--- config.mk ---
export PLATFORM = sky130hd
export DESIGN_NAME = seg_display_ctrl
export DESIGN_NICKNAME = d
export VERILOG_FILES = /design/src/rtl/seg_display_ctrl.sv
export SDC_FILE = /design/constraint.sdc
export NUM_CORES = 1
export LEC_CHECK = 0
export ABC_CLOCK_PERIOD_IN_PS = 1600
export BUFFER_PORTS_ARGS = -buffer_cell sky130_fd_sc_hd__buf_2
export CORE_MARGIN = 10
export CORE_UTILIZATION = 52
export DETAILED_ROUTE_END_ITERATION = 12
export GPL_TIMING_DRIVEN = 0
export PLACE_DENSITY = 0.76
export SLEW_MARGIN = 5
export SYNTH_ARGS = -nofsm -noshare
export SYNTH_HDL_FRONTEND = slang
export SYNTH_SLANG_ARGS = --single-unit
--- constraint.sdc ---
create_clock -name clk -period 1.6 [get_ports clk]
set_input_delay 0.08 -clock clk [delete_from_list [all_inputs] [get_ports clk]]
set_output_delay 0.08 -clock clk [all_outputs]
set_load 0.02 [all_outputs]
--- src/rtl/seg_display_ctrl.sv ---
// seg_display_ctrl: takes a binary value over valid/ready and converts it to
// BCD with a serial double-dabble engine (one shift per clock). It latches the
// digits into display registers and drives NUM_DIGITS seven_seg decoders.
// Values above 10^NUM_DIGITS-1 are flagged on overflow and shown as dashes.
// Optional macro LEADING_ZERO_BLANK_EN blanks leading zero digits above digit 0.

// Single-digit active-low decoder. Priority is dash, then blank, then digit.
// Segment order is {g,f,e,d,c,b,a}.
module seven_seg (
  input  logic [3:0] digit_i,
  input  logic       blank_i,
  input  logic       dash_i,
  output logic [6:0] seg_o
);
  // Decode the digit, with dash and blank overriding it
  always_comb begin
    seg_o = 7'b1111111;
    if (dash_i) begin
      seg_o = 7'b0111111;
    end else if (!blank_i) begin
      case (digit_i)
        4'd0:    seg_o = 7'b1000000;
        4'd1:    seg_o = 7'b1111001;
        4'd2:    seg_o = 7'b0100100;
        4'd3:    seg_o = 7'b0110000;
        4'd4:    seg_o = 7'b0011001;
        4'd5:    seg_o = 7'b0010010;
        4'd6:    seg_o = 7'b0000010;
        4'd7:    seg_o = 7'b1111000;
        4'd8:    seg_o = 7'b0000000;
        4'd9:    seg_o = 7'b0010000;
        default: seg_o = 7'b1111111;
      endcase
    end
  end
endmodule

module seg_display_ctrl #(
  parameter int WIDTH      = 14,
  parameter int NUM_DIGITS = 4
) (
  input  logic                    clk,
  input  logic                    rst_n,
  input  logic                    in_valid,
  output logic                    in_ready,
  input  logic [WIDTH-1:0]        in_value,
  output logic                    busy,
  output logic                    done,
  output logic                    overflow,
  output logic [7*NUM_DIGITS-1:0] hex
);
  localparam int CW = $clog2(WIDTH + 1);
  localparam int BW = 4 * NUM_DIGITS;

  function automatic longint unsigned pow10m1(input int n);
    longint unsigned r;
    r = 1;
    for (int i = 0; i < n; i++) r = r * 10;
    return r - 1;
  endfunction

  localparam longint unsigned MAXV = pow10m1(NUM_DIGITS);

  typedef enum logic [1:0] {IDLE, SHIFT, LATCH} state_e;

  state_e                         state_q, state_d;
  logic [WIDTH-1:0]               bin_q, bin_d;
  logic [NUM_DIGITS-1:0][3:0]     bcd_q, bcd_d;
  logic [CW-1:0]                  cnt_q, cnt_d;
  logic                           ovf_pend_q, ovf_pend_d;
  logic [NUM_DIGITS-1:0][3:0]     disp_q, disp_d;
  logic                           ovf_q, ovf_d;

  logic [NUM_DIGITS-1:0][3:0]     bcd_adj;
  logic [NUM_DIGITS-1:0][3:0]     bcd_sh;
  logic [WIDTH-1:0]               bin_sh;
  logic [BW+WIDTH-1:0]            sh;
  logic                           in_ovf;
  logic [NUM_DIGITS-1:0]          blank;

  // The range check uses the full input width, so carries lost off the top
  // BCD nibble never matter: those values are already flagged here.
  assign in_ovf = (64'(in_value) > MAXV);

  // One double-dabble step: +3 on every nibble >= 5, then shift {bcd,bin} left
  always_comb begin
    for (int i = 0; i < NUM_DIGITS; i++)
      bcd_adj[i] = (bcd_q[i] >= 4'd5) ? bcd_q[i] + 4'd3 : bcd_q[i];
    sh     = {bcd_adj, bin_q} << 1;
    bcd_sh = sh[BW+WIDTH-1:WIDTH];
    bin_sh = sh[WIDTH-1:0];
  end

  // State and datapath registers
  always_ff @(posedge clk or negedge rst_n) begin
    if (!rst_n) begin
      state_q    <= IDLE;
      bin_q      <= '0;
      bcd_q      <= '0;
      cnt_q      <= '0;
      ovf_pend_q <= 1'b0;
      disp_q     <= '0;
      ovf_q      <= 1'b0;
    end else begin
      state_q    <= state_d;
      bin_q      <= bin_d;
      bcd_q      <= bcd_d;
      cnt_q      <= cnt_d;
      ovf_pend_q <= ovf_pend_d;
      disp_q     <= disp_d;
      ovf_q      <= ovf_d;
    end
  end

  // Next-state: accept in IDLE, WIDTH shifts, display update on the last one
  always_comb begin
    state_d    = state_q;
    bin_d      = bin_q;
    bcd_d      = bcd_q;
    cnt_d      = cnt_q;
    ovf_pend_d = ovf_pend_q;
    disp_d     = disp_q;
    ovf_d      = ovf_q;
    case (state_q)
      IDLE: begin
        if (in_valid) begin
          bin_d      = in_value;
          bcd_d      = '0;
          cnt_d      = CW'(WIDTH);
          ovf_pend_d = in_ovf;
          state_d    = SHIFT;
        end
      end
      SHIFT: begin
        bin_d = bin_sh;
        bcd_d = bcd_sh;
        cnt_d = cnt_q - CW'(1);
        if (cnt_q == CW'(1)) begin
          // Display registers change only here, so hex is stable during SHIFT
          disp_d  = bcd_sh;
          ovf_d   = ovf_pend_q;
          state_d = LATCH;
        end
      end
      LATCH:   state_d = IDLE;
      default: state_d = IDLE;
    endcase
  end

  assign in_ready = (state_q == IDLE);
  assign busy     = (state_q == SHIFT) || (state_q == LATCH);
  assign done     = (state_q == LATCH);
  assign overflow = ovf_q;

`ifdef LEADING_ZERO_BLANK_EN
  // Blank digit i>0 when it and every digit above it are zero; dashes win
  always_comb begin
    for (int i = 0; i < NUM_DIGITS; i++) begin
      logic z;
      z = 1'b1;
      for (int j = i; j < NUM_DIGITS; j++)
        if (disp_q[j] != 4'd0) z = 1'b0;
      blank[i] = (i != 0) && z && !ovf_q;
    end
  end
`else
  // Every digit is always decoded
  always_comb begin
    blank = '0;
  end
`endif

  for (genvar g = 0; g < NUM_DIGITS; g++) begin : g_seg
    seven_seg u_seg (
      .digit_i (disp_q[g]),
      .blank_i (blank[g]),
      .dash_i  (ovf_q),
      .seg_o   (hex[7*g +: 7])
    );
  end

endmodule

==> flow_summary.rst, run 1 <==
.. list-table::
   :header-rows: 1

   * - Metric
     - Value
   * - Headroom to the max-slew limit
     - 0.544
   * - Synthesized cell area
     - 3560 um^2
   * - Worst flop-to-flop path endpoint
     - bcd_q[14]$_DFFE_PN0P_
   * - Global-route usage over all layers
     - 0.159
   * - Total Die Area
     - roughly 11000 um^2
   * - CORE AREA
     - 6720 um^2
   * - Area after DPL
     - roughly 4000 um^2
   * - Worst R2R Setup Slack
     - 0.03 ns
   * - Setup TNS
     - -0.753 ns
   * - Max Slew Vio Count
     - 0
   * - Site row count
     - 30
   * - Cell count of the worst reg-to-reg path
     - 5
   * - Worst Tran Pin Value
     - 0.684 ns
   * - CTS root buffer
     - sky130_fd_sc_hd__clkbuf_8
   * - Routability cong.
     - 0.896
   * - Total of buffers placed on input and output ports
     - 48
   * - Most frequent cells in the layout
     - sky130_fd_sc_hd__dfrtp_1, sky130_fd_sc_hd__buf_4, sky130_fd_sc_hd__nand2_1, sky130_fd_sc_hd__o21ai_0, sky130_fd_sc_hd__buf_2
   * - Max clock buf depth
     - 2
   * - Achievable Freq
     - 0.570 GHz
   * - Post-DR wirelength/cell
     - 16.7 um
   * - Maximum VDD drop
     - about 1.2 mV
   * - Worst setup skew after layout
     - approximately 0.0055 ns
   * - HPWL Detailed
     - 5780 um
   * - Net count of the mapped netlist
     - 452
   * - Effective utilization at floorplan
     - 0.530
   * - Cell count after synthesis
     - 400
   * - Period utilization
     - 1.10
   * - Final critical-path setup slack
     - -0.156 ns
   * - Ys Warns
     - 0
   * - Antenna diode instance count
     - 0
   * - Number of failing setup endpoints in the final timing report
     - 13
   * - Total non-filler cell area in the finished layout
     - 5030 um^2
   * - Pwr Density
     - roughly 1300 nW/um^2
   * - Path class of the lowest-slack min-delay path
     - input pin to flip-flop
   * - Violated checks
     - negative setup slack
   * - Count of different cell masters after synthesis
     - 38
   * - Total net switching power
     - roughly 0.0025 W
   * - Reg-to-reg startpoint
     - bcd_q[12]$_DFFE_PN0P_
   * - RSZ-0062 raised after global routing
     - yes
   * - H-tree depth reported by CTS
     - 2
   * - Max_cap viols
     - 0
   * - Fraction of final layout cells with drive strength greater than 1
     - 0.462
   * - Status
     - finished, violations left
   * - Maximum number of pins on one net before global-route repair
     - 55
   * - Hold Fails Final Rpt
     - 0
   * - Clk sinks
     - 54
   * - Dominant cells by area after synthesis
     - sky130_fd_sc_hd__dfrtp_1, sky130_fd_sc_hd__ha_1, sky130_fd_sc_hd__o21ai_0
   * - Share of total power in sequential cells
     - 0.324
   * - Total grt overflow
     - 0
   * - Footprint of the multi-input gates
     - 2520 um^2
   * - FILL cells
     - between 400 and 500
   * - Crit end category
     - output pin
   * - Total detailed-routing wirelength
     - roughly 9600 um
   * - Final nets
     - 545
   * - Number of synthesized register bits
     - 54
   * - Most frequent standard cell in the layout excluding fill and tap cells
     - sky130_fd_sc_hd__dfrtp_1
   * - Sw Ratio
     - 0.402
   * - DR pass1 iterations
     - 4
   * - Clock insertion delay at the later pin of the skew report
     - 0.31 ns
   * - Height of the chip
     - slightly above 100 um
   * - Crit path time final
     - 1.76 ns
   * - First-pass GRT wire length
     - 14100 um
   * - Sequential element share of the synthesized area
     - 0.379
   * - Cell accounting for the most synthesized area
     - sky130_fd_sc_hd__dfrtp_1
   * - First DRT Iteration DRCs
     - 114
   * - Data required time of the critical path
     - 1.52 ns
   * - Number of placed I/O pins
     - 49
   * - Area share of the leading cell type in the synthesized netlist
     - 0.379
   * - Number of global-route vias before repair
     - 3122
   * - Number of buffers inserted during clock tree synthesis
     - 5
   * - CP Data Arrival Time
     - about 1.7 ns
   * - Average via count per standard cell
     - 5.72
   * - Avg Synthesized Cell Area
     - ~9 um^2
   * - Synth-to-layout area growth
     - 41.0%
   * - Sort of element at the start of the critical path
     - flip-flop
   * - Biggest fanout along the worst timing path
     - 3
   * - Fraction of power consumed by combinational cells
     - 0.550
   * - Post-DRT Antenna Nets
     - 0
   * - FF/Latch Area
     - 1360 um^2
   * - Worst Setup SP
     - disp_q[0]$_DFFE_PN0P_
   * - Total DRC errors in the routed layout
     - 0
   * - Cell internal power dissipation
     - 0.00376 W
   * - CP endpoint
     - hex[0]
   * - Clock transition at path regs
     - roughly 0.09 ns
   * - Initial antenna violation count
     - 0
   * - Routed vias
     - 3284
   * - Part of the power in the clock network
     - 0.126
   * - Chip width
     - 103 um
   * - WS Path Type
     - flip-flop to output pin
   * - TritonCTS clock tree
     - built
   * - Cell leakage power
     - 2.19 nW
==> critical path: stages, from the launching register on <==
cell and delay, ns:
sky130_fd_sc_hd__dfrtp_1 0.45, sky130_fd_sc_hd__buf_6 0.16, sky130_fd_sc_hd__ha_4 0.14, sky130_fd_sc_hd__o21ai_1 0.18
sky130_fd_sc_hd__nand2_1 0.11, sky130_fd_sc_hd__a21o_1 0.20, sky130_fd_sc_hd__buf_6 0.13
==> power groups by stage <==
stage	combinational [W]	clock (W)	sequential, W
floorplan	0.00195	0	0.00195
global placement	0.00240	0	0.00201
detailed placement	0.00249	0	0.00202
CTS	0.00293	0.000817	0.00201
global route	0.00380	0.000872	0.00209
finish	0.00346	0.000793	0.00204
==> area by class of cell <==
cell class / instances / share of cell area
multi-input combinational: 296 / 0.501
sequential: 54 / 0.270
timing repair buffer: 90 / 0.138
buffer: 19 / 0.0304
inverter: 27 / 0.0219
tap: 80 / 0.0199
clock buffer: 6 / 0.0164
clock inverter: 2 / 0.00249
==> layer usage <==
metal / wire length, um / vias to the layer above / GRT usage
met2: 4760 / 81 / 0.277
met4: 110 / 0 / 0.0439
met5: 0 / - / 0
met3: 406 / 11 / 0.0268
met1: 4310 / 1607 / 0.199
li1: - / 1585 / -
==> state kept, by name (all words and copies together), names as in the netlist <==
name	flops
bcd_q	16
bin_q	14
cnt_q	4
disp_q	16
overflow	1
ovf_pend_q	1
state_q	2
==> synth_stat cells <==
| cell | number |
|---|---|
| sky130_fd_sc_hd__a22oi_1 | 1 |
| sky130_fd_sc_hd__mux2_2 | 8 |
| sky130_fd_sc_hd__nand2b_1 | 18 |
| sky130_fd_sc_hd__nor2b_1 | 2 |
| sky130_fd_sc_hd__a21oi_1 | 39 |
| sky130_fd_sc_hd__a21o_1 | 2 |
| sky130_fd_sc_hd__o31ai_1 | 5 |
| sky130_fd_sc_hd__nor4_1 | 1 |
| sky130_fd_sc_hd__nand2b_4 | 1 |
| sky130_fd_sc_hd__dfrtp_1 | 54 |
| sky130_fd_sc_hd__a211oi_1 | 4 |
| sky130_fd_sc_hd__a21boi_1 | 1 |
| sky130_fd_sc_hd__o21bai_1 | 16 |
| sky130_fd_sc_hd__and3_1 | 2 |
| sky130_fd_sc_hd__nor2_1 | 17 |
| sky130_fd_sc_hd__clkbuf_1 | 9 |
| sky130_fd_sc_hd__nor3_1 | 4 |
| sky130_fd_sc_hd__nand2_1 | 41 |
| sky130_fd_sc_hd__and2_1 | 1 |
| sky130_fd_sc_hd__ha_1 | 35 |
| sky130_fd_sc_hd__a32o_1 | 4 |
| sky130_fd_sc_hd__nand3_1 | 7 |
| sky130_fd_sc_hd__clkbuf_2 | 1 |
| sky130_fd_sc_hd__buf_6 | 2 |
| sky130_fd_sc_hd__o22ai_1 | 16 |
| sky130_fd_sc_hd__o2bb2ai_1 | 1 |
| sky130_fd_sc_hd__xnor2_1 | 4 |
| sky130_fd_sc_hd__mux2i_1 | 11 |
| sky130_fd_sc_hd__o21ai_0 | 40 |
| sky130_fd_sc_hd__o21a_1 | 1 |
| sky130_fd_sc_hd__buf_2 | 8 |
| sky130_fd_sc_hd__and2_4 | 1 |
| sky130_fd_sc_hd__nor3b_1 | 8 |
| sky130_fd_sc_hd__o21ai_2 | 2 |
| sky130_fd_sc_hd__buf_4 | 3 |
| sky130_fd_sc_hd__inv_1 | 27 |
| sky130_fd_sc_hd__or2_2 | 2 |
| sky130_fd_sc_hd__xor2_1 | 1 |
==> how the worst min path moves through the flow <==
stage,from,to,slack (ns),depth (start not counted)
3_3_place_gp,in_value[13],ovf_pend_q$_DFFE_PN0P_,0.36,3
4_1_cts,in_value[13],ovf_pend_q$_DFFE_PN0P_,0.04,3
3_5_place_dp,in_value[13],ovf_pend_q$_DFFE_PN0P_,0.37,3
5_1_grt,in_value[13],ovf_pend_q$_DFFE_PN0P_,0.08,3
6_report,in_value[13],ovf_pend_q$_DFFE_PN0P_,0.04,3
2_1_floorplan,rst_n,bcd_q[0]$_DFFE_PN0P_,-0.22,0
==> timing repair <==
| item | CTS | global route |
|---|---|---|
| cloned | 1 | 0 |
| hold buffers | 0 | 1 |
| gates resized for setup | 95 | 120 |
| endpoints found under the setup margin | 63 | 62 |
| buffers inserted | 20 | 21 |
| endpoints found under the hold margin | 0 | 54 |
| pin swaps | 15 | 25 |
==> cells by family after synthesis <==
| group | count (synthesis) | synth area share |
|---|---|---|
| buffers and inverters | 50 | 0.0632 |
| AND/OR/NAND/NOR | 105 | 0.145 |
| adder cells (fa/ha/maj) | 35 | 0.123 |
| AO/OA/AOI/OAI | 132 | 0.221 |
| flip-flops | 54 | 0.379 |
| multiplexers | 19 | 0.0562 |
| XOR/XNOR | 5 | 0.0123 |
==> per-stage QoR <==
stage / power [W] / cells / util / setup slack, ns / hold slack [ns]
floorplan: 0.00390 / 400 / - / 0.00899 / -0.216
global placement: 0.00440 / 528 / 0.584 / -0.112 / 0.362
detailed placement: 0.00451 / 528 / 0.584 / -0.151 / 0.371
CTS: 0.00576 / 555 / 0.669 / -0.0633 / 0.0360
global route: 0.00676 / 574 / 0.748 / -0.201 / 0.0780
finish: 0.00629 / 574 / 0.748 / -0.156 / 0.0409
(Power assumes the default switching activity.)
==> inputs of run 2 (changes only) <==
--- a/config.mk
+++ b/config.mk
@@ -12,6 +12,7 @@
 export DETAILED_ROUTE_END_ITERATION = 12
 export GPL_TIMING_DRIVEN = 0
 export PLACE_DENSITY = 0.76
+export SETUP_SLACK_MARGIN = 0.15
 export SLEW_MARGIN = 5
 export SYNTH_ARGS = -nofsm -noshare
 export SYNTH_HDL_FRONTEND = slang
==> run 2 against run 1 <==
The flow finishes with violations (negative hold slack, negative setup slack). Final area rose by 18%. Clock skew up 0.012 ns. Flip-flop and latch count stayed put. Clock power is 1% higher. Via count rose by 15%. Sequential share of layout area fell by 4.0 points. Cell count grew 5.7%. Largest power group unchanged.
==> flow_summary.rst, run 2 (same netlist as run 1, synthesis figures left out) <==
.. list-table::
   :header-rows: 1

   * - Metric
     - Value
   * - Hold Fails Final Rpt
     - 5
   * - Total grt overflow
     - 0
   * - Headroom to the max-slew limit
     - 0.189
   * - Biggest fanout along the worst timing path
     - 4
   * - Hold bufs inserted after CTS
     - 0
   * - Crit end category
     - output pin
   * - Final critical-path setup slack
     - -0.185 ns
   * - Worst setup skew after layout
     - 0.0179 ns
   * - Placement Setup Slack
     - -0.150 ns
   * - Crit path time final
     - 1.79 ns
   * - Max clock buf depth
     - 2
   * - Initial antenna violation count
     - 0
   * - H-tree depth reported by CTS
     - 2
   * - Worst R2R Setup Slack
     - -0.08 ns
   * - DR pass1 iterations
     - 5
   * - TritonCTS clock tree
     - built
   * - Synth-to-layout area growth
     - 66.1%
   * - Post-DR wirelength/cell
     - 23.7 um
   * - First DRT Iteration DRCs
     - 276
   * - Achievable Freq
     - 0.560 GHz
   * - Status
     - finished, violations left
   * - Number of failing setup endpoints in the final timing report
     - 35
   * - Antenna diode instance count
     - 0
   * - Effective utilization at floorplan
     - 0.530
   * - Final nets
     - between 500 and 600
   * - Critical Path, Cell by Cell
     - inv_4 > ha_4 > a21oi_2 > nor2_1 > o21bai_1 > buf_4
   * - CORE AREA
     - 6720 um^2
   * - Clock transition at path regs
     - 0.11 ns
   * - Period utilization
     - 1.12
   * - Routability cong.
     - 0.876
   * - Path class of the lowest-slack min-delay path
     - input pin to asynchronous set/reset pin
   * - Sort of element at the start of the critical path
     - flip-flop
   * - Maximum VDD drop
     - 1.45 mV
   * - Cell leakage power
     - 2.55 nW
   * - Footprint of the multi-input gates
     - about 3000 um^2
   * - Filler-free cell count of the finished design
     - 607
   * - Post-Place Cells
     - 528
   * - Total of buffers placed on input and output ports
     - between 40 and 50
   * - Number of buffers inserted during clock tree synthesis
     - 5
   * - Number of global-route vias before repair
     - 3438
   * - Clock insertion delay at the later pin of the skew report
     - ~0.33 ns
   * - Global-route usage over all layers
     - 0.195
   * - FILL cells
     - ~260
   * - Number of placed I/O pins
     - 49
   * - RSZ-0062 raised after global routing
     - yes
   * - Maximum number of pins on one net before global-route repair
     - 55
   * - Average via count per standard cell
     - 6.20
   * - First-pass GRT wire length
     - 16700 um
   * - Total DRC errors in the routed layout
     - 0
   * - WS Path Type
     - flip-flop to output pin
   * - Post-DRT Antenna Nets
     - 0
   * - Largest regs
     - bcd_q: 16 flops, disp_q: 16 flops, bin_q: 14 flops
   * - Critical path's largest stage delay
     - 0.49 ns
   * - Most frequent standard cell in the layout excluding fill and tap cells
     - sky130_fd_sc_hd__buf_4
   * - Pwr Density
     - 1360 nW/um^2
   * - CP Data Arrival Time
     - approximately 1.7 ns
   * - Worst hold margin
     - -0.0166 ns
   * - FF/Latch Area
     - 1360 um^2
   * - Height of the chip
     - 103 um
   * - Max Slew Vio Count
     - 0
   * - Total detailed-routing wirelength
     - 14400 um
   * - Violated checks
     - negative hold slack, negative setup slack
   * - Fin util
     - 0.881
   * - Most frequent cells in the layout
     - sky130_fd_sc_hd__buf_4, sky130_fd_sc_hd__dfrtp_1, sky130_fd_sc_hd__buf_6, sky130_fd_sc_hd__a21oi_2, sky130_fd_sc_hd__ha_4
   * - HPWL Detailed
     - 5740 um
   * - Chip width
     - 103 um
   * - Fraction of final layout cells with drive strength greater than 1
     - 0.651
   * - Routed vias
     - 3761
   * - CTS root buffer
     - sky130_fd_sc_hd__clkbuf_8
   * - Site row count
     - 30
   * - Max_cap viols
     - 0
   * - Total Die Area
     - 10600 um^2
   * - Clk sinks
     - 54
   * - Cell with the largest stage delay on the worst path
     - sky130_fd_sc_hd__dfrtp_2
   * - Data required time of the critical path
     - 1.52 ns
   * - Worst Tran Pin Value
     - about 1.2 ns
run 2: final timing paths:
path                                              from                endpoint  cells past startpoint
worst max-delay path            disp_q[12]$_DFFE_PN0P_                 hex[24]                      6
worst min-delay path                             rst_n   disp_q[3]$_DFFE_PN0P_                      1
worst max register to register  state_q[1]$_DFFE_PN0P_    bcd_q[7]$_DFFE_PN0P_                      7
worst min register to register    bin_q[6]$_DFFE_PN0P_    bin_q[6]$_DFFE_PN0P_                      2
max in group asynchronous                        rst_n   disp_q[8]$_DFFE_PN0P_                      1
min in group clk                          in_value[13]  ovf_pend_q$_DFFE_PN0P_                      3
run 2: layout make-up:
| type | count | share of cell area |
|---|---|---|
| clock inverter | 2 | 0.00233 |
| sequential | 54 | 0.230 |
| buffer | 23 | 0.0425 |
| inverter | 27 | 0.0203 |
| tap | 80 | 0.0169 |
| multi-input combinational | 296 | 0.506 |
| timing repair buffer | 119 | 0.170 |
| clock buffer | 6 | 0.0123 |
run 2: power breakdown:
part / total, W / switching, W / internal (W)
clock network: 0.000803 / 0.000492 / 0.000311
registers: 0.00219 / 0.000467 / 0.00172
logic: 0.00504 / 0.00258 / 0.00247
run 2: metrics by stage:
stage | total power (W) | instance area (um^2) | setup TNS [ns]
global route | 0.00838 | 5920 | -4.78
finish | 0.00803 | 5920 | -2.46
floorplan | 0.00409 | 3670 | 0
detailed placement | 0.00472 | 4010 | -2.94
CTS | 0.00682 | 5240 | -0.301
global placement | 0.00461 | 4010 | -2.18
run 2: timing repair:
action	CTS	global route
buffers inserted	44	21
gates resized for setup	231	126
gates cloned	3	3
pin swaps	53	44
setup endpoints to repair	80	81
run 2: critical path: cells and delay by family (launching register included):
family	cells	cell delay, ns
flip-flops	1	0.49
AND/OR/NAND/NOR	1	0.06
AO/OA/AOI/OAI	2	0.31
buffers and inverters	2	0.29
adder cells (fa/ha/maj)	1	0.22
run 2: metal layers:
layer | wire [um] | vias up | global-route usage
met1 | 5440 | 1857 | 0.227
met3 | 744 | 79 | 0.0328
met2 | 7170 | 183 | 0.362
met4 | 1040 | 0 | 0.0481
met5 | 0 | - | 0
li1 | - | 1642 | -
==> inputs of run 3 (changes only) <==
--- a/config.mk
+++ b/config.mk
@@ -5,13 +5,14 @@
 export SDC_FILE = /design/constraint.sdc
 export NUM_CORES = 1
 export LEC_CHECK = 0
-export ABC_CLOCK_PERIOD_IN_PS = 1600
+export ABC_CLOCK_PERIOD_IN_PS = 1900
 export BUFFER_PORTS_ARGS = -buffer_cell sky130_fd_sc_hd__buf_2
+export CORE_ASPECT_RATIO = 0.75
 export CORE_MARGIN = 10
-export CORE_UTILIZATION = 52
+export CORE_UTILIZATION = 58
 export DETAILED_ROUTE_END_ITERATION = 12
 export GPL_TIMING_DRIVEN = 0
-export PLACE_DENSITY = 0.76
+export PLACE_DENSITY = 0.8
 export SETUP_SLACK_MARGIN = 0.15
 export SLEW_MARGIN = 5
 export SYNTH_ARGS = -nofsm -noshare
==> constraint.sdc (replaced) <==
create_clock -name clk -period 1.9 [get_ports clk]
set_input_delay 0.095 -clock clk [delete_from_list [all_inputs] [get_ports clk]]
set_output_delay 0.095 -clock clk [all_outputs]
set_load 0.02 [all_outputs]
==> run 3 against run 2 <==
The run now ends clean. Register-to-register slack better by 0.22 ns. Critical path depth is 1 higher. Die area is 8.1% lower. Combinational power is 48% lower. Clock power is 2% lower. Sequential power is 22% lower. Global-route usage is 2.9 points lower. Total power is 36% lower. Clock skew is 0.0025 ns lower. Setup slack better by 0.32 ns. Non-clock buffer count is 50 lower. Cell count is 8.6% lower. Largest power group unchanged. Highest routed layer unchanged.
==> flow_summary.rst, run 3 (same netlist as run 1, synthesis figures left out) <==
.. list-table::
   :header-rows: 1

   * - Metric
     - Value
   * - Total non-filler cell area in the finished layout
     - approximately 4500 um^2
   * - Number of global-route vias before repair
     - roughly 3200
   * - Max clock buf depth
     - 2
   * - Average via count per standard cell
     - 5.67
   * - Data required time of the critical path
     - 2.11 ns
   * - Number of failing setup endpoints in the final timing report
     - 0
   * - Total DRC errors in the routed layout
     - 0
   * - Most frequent standard cell in the layout excluding fill and tap cells
     - sky130_fd_sc_hd__dfrtp_1
   * - Setup TNS
     - 0 ns
   * - CORE AREA
     - a little under 6000 um^2
   * - Maximum VDD drop
     - 0.743 mV
   * - Number of placed I/O pins
     - 49
   * - Synth-to-layout area growth
     - 25.5%
   * - Final nets
     - roughly 530
   * - HPWL Detailed
     - 6050 um
   * - Area after DPL
     - 3900 um^2
   * - Worst R2R Setup Slack
     - 0.14 ns
   * - Most frequent cells in the layout
     - sky130_fd_sc_hd__dfrtp_1, sky130_fd_sc_hd__buf_2, sky130_fd_sc_hd__nand2_1, sky130_fd_sc_hd__o21ai_0, sky130_fd_sc_hd__buf_4
   * - WS Path Type
     - flip-flop to flip-flop
   * - H-tree depth reported by CTS
     - 2
   * - Reg-to-reg startpoint
     - state_q[1]$_DFFE_PN0P_
   * - Effective utilization at floorplan
     - 0.605
   * - Achievable Freq
     - about 0.57 GHz
   * - Fin util
     - 0.760
   * - FILL cells
     - 413
   * - Routability cong.
     - 0.887
   * - Number of buffers inserted during clock tree synthesis
     - 5
   * - Clock transition at path regs
     - 0.11 ns
   * - Initial antenna violation count
     - 0
   * - Worst hold margin
     - around 0.074 ns
   * - Period utilization
     - 0.928
   * - Largest regs
     - bcd_q: 16 flops, disp_q: 16 flops, bin_q: 14 flops
   * - CTS root buffer
     - sky130_fd_sc_hd__clkbuf_8
   * - TritonCTS clock tree
     - built
   * - Crit path time final
     - between 1.5 and 2 ns
   * - Post-DRT Antenna Nets
     - 0
   * - RSZ-0062 raised after global routing
     - yes
   * - Chip width
     - approximately 110 um
   * - Clock insertion delay at the later pin of the skew report
     - 0.31 ns
   * - Cell count of the worst reg-to-reg path
     - 7
   * - Routed vias
     - 3147
   * - First-pass GRT wire length
     - 14000 um
   * - Hold Fails Final Rpt
     - 0
   * - Worst setup skew after layout
     - 0.0154 ns
   * - Destination of the worst hold path
     - ovf_pend_q$_DFFE_PN0P_
   * - WHS Path Cells
     - 3
   * - Total net switching power
     - 0.00209 W
   * - Maximum number of pins on one net before global-route repair
     - 55
   * - Total Die Area
     - 9710 um^2
   * - Path class of the lowest-slack min-delay path
     - input pin to flip-flop
   * - CP Data Arrival Time
     - 1.97 ns
   * - Status
     - finished clean
   * - Pwr Density
     - 1140 nW/um^2
   * - Biggest fanout along the worst timing path
     - 8
   * - Clk sinks
     - 54
   * - Height of the chip
     - slightly below 90 um
   * - Post-DR wirelength/cell
     - 16.1 um
   * - Global-route usage over all layers
     - 0.167
   * - Hold wc startpoint
     - in_value[13]
   * - Cell internal power dissipation
     - a little over 0.003 W
   * - Fraction of power consumed by combinational cells
     - 0.512
   * - Headroom to the max-slew limit
     - 0.544
   * - Total detailed-routing wirelength
     - 8960 um
   * - Cell leakage power
     - 2.04 nW
   * - Max_cap viols
     - 0
   * - Max Slew Vio Count
     - 0
   * - DR pass1 iterations
     - 5
   * - Site row count
     - 24
   * - Worst flop-to-flop path endpoint
     - bcd_q[11]$_DFFE_PN0P_
   * - Share of total power in sequential cells
     - 0.334
   * - Antenna diode instance count
     - 0
   * - Part of the power in the clock network
     - 0.154
   * - Sort of element at the start of the critical path
     - flip-flop
   * - First DRT Iteration DRCs
     - 200
   * - Total grt overflow
     - 0
   * - Total design power
     - 0.00512 W
   * - Crit end category
     - flip-flop
   * - Worst Tran Pin Value
     - a little under 0.7 ns
   * - Fraction of final layout cells with drive strength greater than 1
     - 0.331
   * - Sw Ratio
     - 0.409
   * - Total of buffers placed on input and output ports
     - 48
run 3: repair_timing:
item	CTS	global route
pin swaps	1	11
endpoints found under the hold margin	0	54
buffers inserted	10	10
hold buffers	0	1
endpoints found under the setup margin	39	55
gates resized for setup	22	71
run 3: power by group through the flow:
stage | Clock (W) | Combinational [W] | Sequential (W)
6_report | 0.000786 | 0.00262 | 0.00171
5_1_grt | 0.000824 | 0.00288 | 0.00175
4_1_cts | 0.000779 | 0.00217 | 0.00169
3_5_place_dp | 0 | 0.00208 | 0.00170
3_3_place_gp | 0 | 0.00199 | 0.00169
2_1_floorplan | 0 | 0.00159 | 0.00164
run 3: area by class of cell:
class	count	area (um^2)	area share
Buffer	23	158	0.0352
Sequential cell	54	1360	0.303
Clock buffer	6	72.6	0.0162
Multi-Input combinational cell	296	2200	0.491
Inverter	27	105	0.0235
Tap cell	78	97.6	0.0218
Timing Repair Buffer	69	449	0.100
Clock inverter	2	37.5	0.00839
run 3: worst max path at each step:
stage | start | to | slack, ns
finish | state_q[1]$_DFFE_PN0P_ | bcd_q[11]$_DFFE_PN0P_ | 0.14
global route | state_q[1]$_DFFE_PN0P_ | cnt_q[3]$_DFFE_PN0P_ | 0.08
CTS | state_q[1]$_DFFE_PN0P_ | cnt_q[3]$_DFFE_PN0P_ | 0.15
detailed placement | state_q[0]$_DFFE_PN0P_ | bcd_q[6]$_DFFE_PN0P_ | 0.08
global placement | state_q[0]$_DFFE_PN0P_ | bcd_q[9]$_DFFE_PN0P_ | 0.13
floorplan | state_q[0]$_DFFE_PN0P_ | bcd_q[11]$_DFFE_PN0P_ | 0.18
run 3: stage by stage:
step,setup WS (ns),instances
after floorplan,0.182,400
after global placement,0.134,526
after detailed placement,0.0755,526
after CTS,0.152,544
after global routing,0.0841,555
final,0.136,555
run 3: worst max-delay path, cell delays in order (launching register included):
cell	delay [ns]
sky130_fd_sc_hd__dfrtp_1	0.42
sky130_fd_sc_hd__inv_2	0.11
sky130_fd_sc_hd__ha_2	0.19
sky130_fd_sc_hd__buf_6	0.15
sky130_fd_sc_hd__clkinvlp_4	0.15
sky130_fd_sc_hd__o21ai_4	0.27
sky130_fd_sc_hd__o31ai_1	0.15
sky130_fd_sc_hd__a32o_1	0.22
run 3: layer usage:
| layer | global-route usage | up-vias | wire length [um] |
|---|---|---|---|
| li1 | - | 1535 | - |
| met1 | 0.206 | 1539 | 4070 |
| met2 | 0.298 | 64 | 4540 |
| met3 | 0.0307 | 9 | 266 |
| met4 | 0.0401 | 0 | 76 |
| met5 | 0 | - | 0 |
